`config.mk`:
```
export PLATFORM = sky130hd
export DESIGN_NAME = cpu_sequencer_flat
export DESIGN_NICKNAME = d
export VERILOG_FILES = /design/src/rtl/cpu_sequencer_if.sv /design/src/rtl/cpu_sequencer.sv /design/src/flat_wrapper.sv
export SDC_FILE = /design/constraint.sdc
export NUM_CORES = 1
export LEC_CHECK = 0
export CAP_MARGIN = 0
export CORE_MARGIN = 2
export CORE_UTILIZATION = 61
export DETAILED_ROUTE_END_ITERATION = 7
export DONT_BUFFER_PORTS = 1
export GPL_TIMING_DRIVEN = 0
export PLACE_DENSITY = 0.77
export SLEW_MARGIN = 20
export SYNTH_ARGS = -nofsm -noshare
export SYNTH_HDL_FRONTEND = slang
export SYNTH_SLANG_ARGS = --single-unit
```
`constraint.sdc`:
```
create_clock -name clk -period 2 [get_ports clk]
set_input_delay 0.2 -clock clk [delete_from_list [all_inputs] [get_ports clk]]
set_output_delay 0.2 -clock clk [all_outputs]
set_load 0.02 [all_outputs]
```
`src/rtl/cpu_sequencer_if.sv`:
```
// Handshake/data bundle between the sequencer, instruction RAM and decode.
// master = environment side (drives RUN/STEP/EXTRA/RAM_Q); slave = sequencer side.
interface cpu_sequencer_if #(
    parameter int CNT_W = 16
);
    logic             RUN;
    logic             STEP;
    logic             EXTRA;
    logic [15:0]      RAM_Q;
    logic             FETCH;
    logic             EXEC1;
    logic             EXEC2;
    logic [3:0]       IR;
    logic [11:0]      N;
    logic             HALTED;
    logic             BUSY;
    logic [CNT_W-1:0] INSTR_CNT;

    modport master (
        output RUN, STEP, EXTRA, RAM_Q,
        input  FETCH, EXEC1, EXEC2, IR, N, HALTED, BUSY, INSTR_CNT
    );

    modport slave (
        input  RUN, STEP, EXTRA, RAM_Q,
        output FETCH, EXEC1, EXEC2, IR, N, HALTED, BUSY, INSTR_CNT
    );
endinterface

```
`src/rtl/cpu_sequencer.sv`:
```
// Fetch/execute sequencer + instruction register; strobes decode straight from state (0 cycles),
// 2 or 3 cycles per instruction. No backpressure: STEP while busy/halted is dropped, RUN low only ends at a boundary.
module cpu_sequencer #(
    parameter logic [3:0] OPC_STP = 4'b0111,
    parameter int         CNT_W   = 16
) (
    input  logic              clk,
    input  logic              rst_n,
    cpu_sequencer_if.slave    bus
);

    typedef enum logic [2:0] {
        S_WAIT  = 3'd0,
        S_FETCH = 3'd1,
        S_EXEC1 = 3'd2,
        S_EXEC2 = 3'd3,
        S_HALT  = 3'd4
    } state_t;

    state_t           state_q, state_d;
    logic             step_q, step_d;
    logic [3:0]       ir_q, ir_d;
    logic [11:0]      n_q, n_d;
    logic [CNT_W-1:0] cnt_q, cnt_d;
    logic             retire;
    logic             bump;

    always_ff @(posedge clk or negedge rst_n) begin
        if (!rst_n) begin
            state_q <= S_WAIT;
            step_q  <= 1'b0;
            ir_q    <= 4'h0;
            n_q     <= 12'h000;
            cnt_q   <= '0;
        end else begin
            state_q <= state_d;
            step_q  <= step_d;
            ir_q    <= ir_d;
            n_q     <= n_d;
            cnt_q   <= cnt_d;
        end
    end

    always_comb begin
        state_d = state_q;
        step_d  = step_q;
        ir_d    = ir_q;
        n_d     = n_q;
        cnt_d   = cnt_q;
        retire  = 1'b0;
        bump    = 1'b0;

        case (state_q)
            S_WAIT: begin
                // RUN has priority, so a simultaneous STEP never enters step mode
                if (bus.RUN) begin
                    state_d = S_FETCH;
                end else if (bus.STEP) begin
                    state_d = S_FETCH;
                    step_d  = 1'b1;
                end
            end
            S_FETCH: begin
                ir_d    = bus.RAM_Q[15:12];
                n_d     = bus.RAM_Q[11:0];
                state_d = S_EXEC1;
            end
            S_EXEC1: begin
                if (ir_q == OPC_STP) begin
                    state_d = S_HALT;
                    bump    = 1'b1;
                end else if (bus.EXTRA) begin
                    state_d = S_EXEC2;
                end else begin
                    retire = 1'b1;
                end
            end
            S_EXEC2: retire = 1'b1;
            S_HALT:  state_d = S_HALT;
            default: state_d = S_WAIT;
        endcase

        // Only a free-running sequencer chains straight into the next fetch
        if (retire) begin
            bump = 1'b1;
            if (bus.RUN && !step_q) begin
                state_d = S_FETCH;
            end else begin
                state_d = S_WAIT;
                step_d  = 1'b0;
            end
        end

        if (bump && !(&cnt_q)) begin
            cnt_d = cnt_q + CNT_W'(1);
        end
    end

    always_comb begin
        bus.FETCH     = (state_q == S_FETCH);
        bus.EXEC1     = (state_q == S_EXEC1);
        bus.EXEC2     = (state_q == S_EXEC2);
        bus.BUSY      = (state_q == S_FETCH) || (state_q == S_EXEC1) || (state_q == S_EXEC2);
        bus.HALTED    = (state_q == S_HALT);
        bus.IR        = ir_q;
        bus.N         = n_q;
        bus.INSTR_CNT = cnt_q;
    end

endmodule

```
`src/flat_wrapper.sv`:
```
// flat-port wrapper written by rule: the top's interface ports become plain ports
module cpu_sequencer_flat 
#(
    parameter logic [3:0] OPC_STP = 4'b0111,
    parameter int         CNT_W   = 16
)
  (clk, rst_n, bus_RUN, bus_STEP, bus_EXTRA, bus_RAM_Q, bus_FETCH, bus_EXEC1, bus_EXEC2, bus_IR, bus_N, bus_HALTED, bus_BUSY, bus_INSTR_CNT);
  cpu_sequencer_if #(.CNT_W(CNT_W)) bus_i ();
  input  logic clk;
  input  logic rst_n;
  input wire logic [$bits(bus_i.RUN)-1:0] bus_RUN;
  input wire logic [$bits(bus_i.STEP)-1:0] bus_STEP;
  input wire logic [$bits(bus_i.EXTRA)-1:0] bus_EXTRA;
  input wire logic [$bits(bus_i.RAM_Q)-1:0] bus_RAM_Q;
  output wire logic [$bits(bus_i.FETCH)-1:0] bus_FETCH;
  output wire logic [$bits(bus_i.EXEC1)-1:0] bus_EXEC1;
  output wire logic [$bits(bus_i.EXEC2)-1:0] bus_EXEC2;
  output wire logic [$bits(bus_i.IR)-1:0] bus_IR;
  output wire logic [$bits(bus_i.N)-1:0] bus_N;
  output wire logic [$bits(bus_i.HALTED)-1:0] bus_HALTED;
  output wire logic [$bits(bus_i.BUSY)-1:0] bus_BUSY;
  output wire logic [$bits(bus_i.INSTR_CNT)-1:0] bus_INSTR_CNT;
  assign bus_i.RUN = bus_RUN;
  assign bus_i.STEP = bus_STEP;
  assign bus_i.EXTRA = bus_EXTRA;
  assign bus_i.RAM_Q = bus_RAM_Q;
  assign bus_FETCH = bus_i.FETCH;
  assign bus_EXEC1 = bus_i.EXEC1;
  assign bus_EXEC2 = bus_i.EXEC2;
  assign bus_IR = bus_i.IR;
  assign bus_N = bus_i.N;
  assign bus_HALTED = bus_i.HALTED;
  assign bus_BUSY = bus_i.BUSY;
  assign bus_INSTR_CNT = bus_i.INSTR_CNT;
  cpu_sequencer #(.OPC_STP(OPC_STP), .CNT_W(CNT_W)) u_core (.clk(clk), .rst_n(rst_n), .bus(bus_i));
endmodule
```
Yosys cells after proc, flatten, opt, wreduce, memory -nomap -nowiden
Cells that the tools add are included.
{ "op_classes": {"reduce_logical": 9, "addsub": 1, "n_eq_ne": 8, "n_mux": 18} }
{ "op_table": {"columns": ["operator", "n"], "rows": [
  ["16-bit by 1-bit adder with 16-bit output (second input constant)", 1],
  ["16-bit AND reduction", 1],
  ["3-bit two-way mux", 5],
  ["3-bit one-hot mux with 5 select lines", 1],
  ["1-bit two-way mux", 11],
  ["3-bit by 2-bit equality test with 1-bit output (second input constant)", 2],
  ["4-bit by 3-bit equality test with 1-bit output (second input constant)", 1],
  ["4-bit by 2-bit != test with 1-bit output (second input constant)", 1],
  ["4-bit by 3-bit != test with 1-bit output (second input constant)", 1],
  ["3-bit by 1-bit equality test with 1-bit output (second input constant)", 1],
  ["3-bit equality test (second input constant)", 1],
  ["3-bit zero test", 1],
  ["3-bit AND reduction", 1],
  ["1-bit logical AND", 2],
  ["1-bit zero test", 2],
  ["1-bit logical OR", 2],
  ["2-bit by 1-bit != test with 1-bit output (second input constant)", 1],
  ["1-bit one-hot mux with 2 select lines", 1]
]} }
{ "totals": {"out_inout_bits": 37, "register_bits": 36, "word_cells": 41, "in_bits": 21} }

Longest topological paths before layout
{ "depth": {"depth_word": 5, "depth_mapped": 7, "mapped_depth_nobuf": 6} }

Worst setup path before layout
OpenSTA, ideal clock, no wires.
{ "synth_timing": {"path_type": "flip-flop to flip-flop", "startpoint": "register u_core.cnt_q[0] (netlist: u_core.bus.INSTR_CNT[0])", "endpoint": "register u_core.cnt_q[8] (netlist: u_core.bus.INSTR_CNT[8])", "path_stages_with_launch": 8, "path_buffers": 1, "required_ps": 1869, "setup_ps": 131, "synth_period_minus_slack_ps": 1733, "slack_ps": 267, "arrival_ps": 1602, "cell_sequence": "dfrtp_1 -> ha_1 -> nand4_1 -> nor3_1 -> a21boi_2 -> buf_6 -> nand4_1 -> xnor2_1"} }
{ "synth_between": {"elab_chain_len": 3, "word_cells_on_any_way": 4, "cone_classes": "add/sub (1); reduce/logical (3)"} }
{ "synth_lines": {"columns": ["item", "line_no", "rtl"], "rows": [
  ["start, declared", "cpu_sequencer.sv:24", "logic [CNT_W-1:0] cnt_q, cnt_d;"],
  ["start signal, assigned", "cpu_sequencer.sv:40", "cnt_q <= cnt_d;"],
  ["branches (longest 3 deep; another with 16-bit by 1-bit adder with 16-bit output)", null, null]
]} }
Several ways; the timed one is not identified.
A chain may end at the register's enable or synchronous reset.

Final worst setup path
{ "layout_timing": {"startpoint": "register u_core.ir_q[3] (netlist: u_core.bus.IR[3])", "endpoint": "register u_core.cnt_q[8] (netlist: u_core.bus.INSTR_CNT[8])"} }
{ "layout_between": {"elab_chain_len": 5, "word_cells_on_any_way": 7, "cone_classes": "eq/ne (1); mux (5); reduce/logical (1)"} }
{ "layout_lines": {"columns": ["item", "line_no", "rtl"], "rows": [
  ["start, declared", "cpu_sequencer.sv:22", "logic [3:0] ir_q, ir_d;"],
  ["start signal, assigned", "cpu_sequencer.sv:38", "ir_q <= ir_d;"],
  ["4-bit by 3-bit equality test with 1-bit output (*)", "cpu_sequencer.sv:69", "if (ir_q == OPC_STP) begin"],
  ["1-bit two-way mux", "cpu_sequencer.sv:69", null],
  ["1-bit one-hot mux with 2 select lines / 1-bit two-way mux (equally long branches)", "cpu_sequencer.sv:53", "case (state_q)"],
  ["1-bit two-way mux (*)", "cpu_sequencer.sv:84", "if (retire) begin"],
  ["1-bit logical AND (*)", "cpu_sequencer.sv:94", "if (bump && !(&cnt_q)) begin"]
]} }
Mark *: on every way between the ends. The rest lies on a longest branch, timed or not.

==> results.md <==
* Multi-input combinational cell area at between 700 and 800 um^2
* Clock Sinks at 36
* Max-cap check violation count at 0
* Hold Vio Cnt, Final at 0
* Worst vdd ir at 0.001222 V
* P_leak at about 0.83 nW
* Leading cell type by number of instances after synthesis: dfrtp_1
* IO Pins at 58
* CP Max Fanout at 10
* Pwr Density at approximately 1500 mW/mm^2
* Post-synth top cells: dfrtp_1 (36), mux2_2 (17), xnor2_1 (14)
* Pre-antenna DRT Iters at 4
* Residual DRC at 0
* Root Buffer Master: clkbuf_4
* ANT cells at 0
* DR WL/cell at around 18 um
* Hold Path Class: input pin to flip-flop
* Largest cells by area after synthesis: dfrtp_1 (56%), mux2_2 (12%), xnor2_1 (7.6%)
* Drt total wl at about 3100 um
* H-tree depth at 2
* Synth warnings at 0
* Placer congestion estimate at between 0.7 and 0.8
* Vias in the first global route at around 1,100
* Tot GR Track Use at a little over a fifth
* Post-DRT Antenna Nets at 0
* Asr flop ratio synth at 100.0%
* Die height at 55.56 um
* Critical Path RT at 2.23 ns
* Vias/cell at ~5.9
* Final HPWL DP at between 2000 and 2500 um
* Port-buffer cells at 0
* Initial drt markers at 46
* Grt peak-use layer: met2
* Syn_nets at about 150
* CP max stage delay at approximately 0.48 ns
* Status: finished, final reports clean
* Min Tclk post-route at ~1.9 ns
* Overflow after GRT at 0
* Final #Nets at about 170
* Register Area at 903.4 um^2
* Pre-CTS setup slack at approximately 0.025 ns
* CTS clk-pin slew, worst paths at roughly 0.11 ns
* Starting Density at between 60% and 70%
* Grt met1 use at about a quarter
* Worst-Skew Late Latency at 0.34 ns
* Worst Path Arrival at roughly 2.1 ns
* Die extent in x at 55.56 um
* Post-placement cell count at ~160
* Top cell type by total area after synthesis: dfrtp_1
* Sequential area share after synthesis at 55.56%
* P&R area growth vs syn at 16.05%
* Final-report setup violation count at 0
* Area of the core at about 0.0025 mm^2
* Post-Syn Instances at about 130
* Critical-path cell list: nand4b_4 -> a31oi_4 -> a21boi_2 -> buf_6 -> nand4_1 -> xnor2_1
* Post-route setup slack at roughly 0.14 ns
* Synth top area share at 55.56%
* Kind of critical path: flip-flop to flip-flop
* Fin crit share at 92.78%
* Met2 Use GR at around 34%
* Number of synthesized flops with an enable pin at 0
* Post-CTS Setup Inserts at 0
* First-pass GRT wire length at between 5000 and 6000 um
* Slew Limit Fails at 0
* Vias post-DR at 1,058
* Worst-Margin Slew at between 0.4 and 0.5 ns
* Crit path buf inv count at 1
* CP Launch Type: flip-flop
* Final TNS setup at 0 ns
* Synth Area per Inst at approximately 13 um^2
* Worst-case clock buffer depth at 2
* Synthesis-stage register bit count at 36
* Die area at approximately 0.0031 mm^2
* Met3 global-route usage at ~8.0%
* Fmax at approximately 540 MHz
* RSZ-0062 raised after global routing: no
* Post-synth cell types at 29
* Primary FF master, synth: dfrtp_1
* CP endpoint kind: flip-flop
* Non-filler cells, final at 178
* Antenna violations before repair at 0
* Synth Cell Area at around 0.0016 mm^2
* CTS tree: built
* Slew HR at between 60% and 70%
* FILL cells at 169
* Num CTS Buffers at 5
* Placement Rows at 18
* Largest net degree at the start of global routing at 37
* Proportion of layout cells with a drive suffix above 1 at between 20% and 30%
* Worst-case clock skew at 0.01060 ns
* Crit path max-delay cell type: dfrtp_1
* Top Family by Delay on Critical Path: compound AO/OA/AOI/OAI gates
## final cells by class
cell class              count  area share [%]
clock inverters             2          0.5319
plain buffers               2          0.9973
flip-flops and latches     36           48.01
clock buffers               6           2.726
repair buffers             13           7.447
inverters                   5          0.9973
well taps                  30           1.995
multi-input cells          84           37.30
## cells in the final DEF, fill, tap and decap left out, drive strengths merged
cell type	Yosys	routed
clkinv	0	2
xor2	1	1
a31o	1	1
a31oi	1	1
mux2	17	17
nor3	4	4
or2b	1	1
ha	1	1
o21bai	2	2
and2	2	2
inv	5	5
nand2b	2	2
dlygate4sd3	0	12
a21boi	1	1
nor2	6	6
xnor2	14	14
and3	3	3
buf	2	3
dfrtp	36	36
and4	1	1
nand3	6	6
nand4	9	9
a2111oi	1	1
nand4b	1	1
clkbuf	0	6
o41ai	1	1
nand2	7	7
a21oi	2	2
## cells by family (layout without fill, tap and decap cells)
| kind of cell | Yosys count | count (layout) | synth area share, % |
|---|---|---|---|
| compound gates | 9 | 9 | 5.170 |
| simple gates | 42 | 42 | 16.28 |
| xor+xnor | 15 | 15 | 8.102 |
| fa+ha+maj | 1 | 1 | 0.7715 |
| buf+inv | 7 | 28 | 2.315 |
| mux | 17 | 17 | 11.81 |
| flops | 36 | 36 | 55.56 |
## registers in the layout (all words and copies together), names as in the netlist
name	flops
u_core.bus.INSTR_CNT	16
u_core.state_q	3
u_core.step_q	1
u_core.bus.IR	4
u_core.bus.N	12
## per-stage QoR
stage | area, um^2 | hold WS (ns) | power [mW] | util (%)
6_report | 1882 | 0.01151 | 2.797 | 75.28
5_1_grt | 1882 | 0.005513 | 2.952 | 75.28
4_1_cts | 1826 | 0.0001973 | 2.792 | 73.02
3_5_place_dp | 1659 | -0.09491 | 2.365 | 66.37
3_3_place_gp | 1659 | -0.09494 | 2.299 | 66.37
2_1_floorplan | 1622 | -0.09559 | 2.179 | -
## worst paths after layout
| check | depth (start not counted) | slack, ns | to | start |
|---|---|---|---|---|
| hold reg to reg | 2 | 0.57 | u_core.step_q | u_core.step_q |
| hold / removal | 1 | 0.01 | u_core.state_q[0] | bus_RUN |
| min in group asynchronous | 2 | 0.30 | u_core.bus.INSTR_CNT[9] | rst_n |
| setup reg to reg | 6 | 0.14 | u_core.bus.INSTR_CNT[8] | u_core.bus.IR[3] |
| max in group asynchronous | 2 | 1.50 | u_core.bus.INSTR_CNT[0] | rst_n |
| setup / recovery | 6 | 0.14 | u_core.bus.INSTR_CNT[8] | u_core.bus.IR[3] |
## repair_timing
item / in CTS / in global routing
endpoints found under the hold margin: 43 / 4
endpoints found under the setup margin: 2 / 11
gates resized for setup: 1 / 4
hold buffers: 9 / 4
## where the power goes
part,switching (mW),internal [mW]
Combinational,0.417,0.448
Clock,0.236,0.167
Sequential,0.541,0.988
Total,1.19,1.60
## per-layer routing
layer,up-vias,part of all wire [%]
met5,-,0
li1,492,-
met1,513,39
met2,45,52
met4,0,2.1
met3,8,6.6
(Power assumes the default switching activity.)
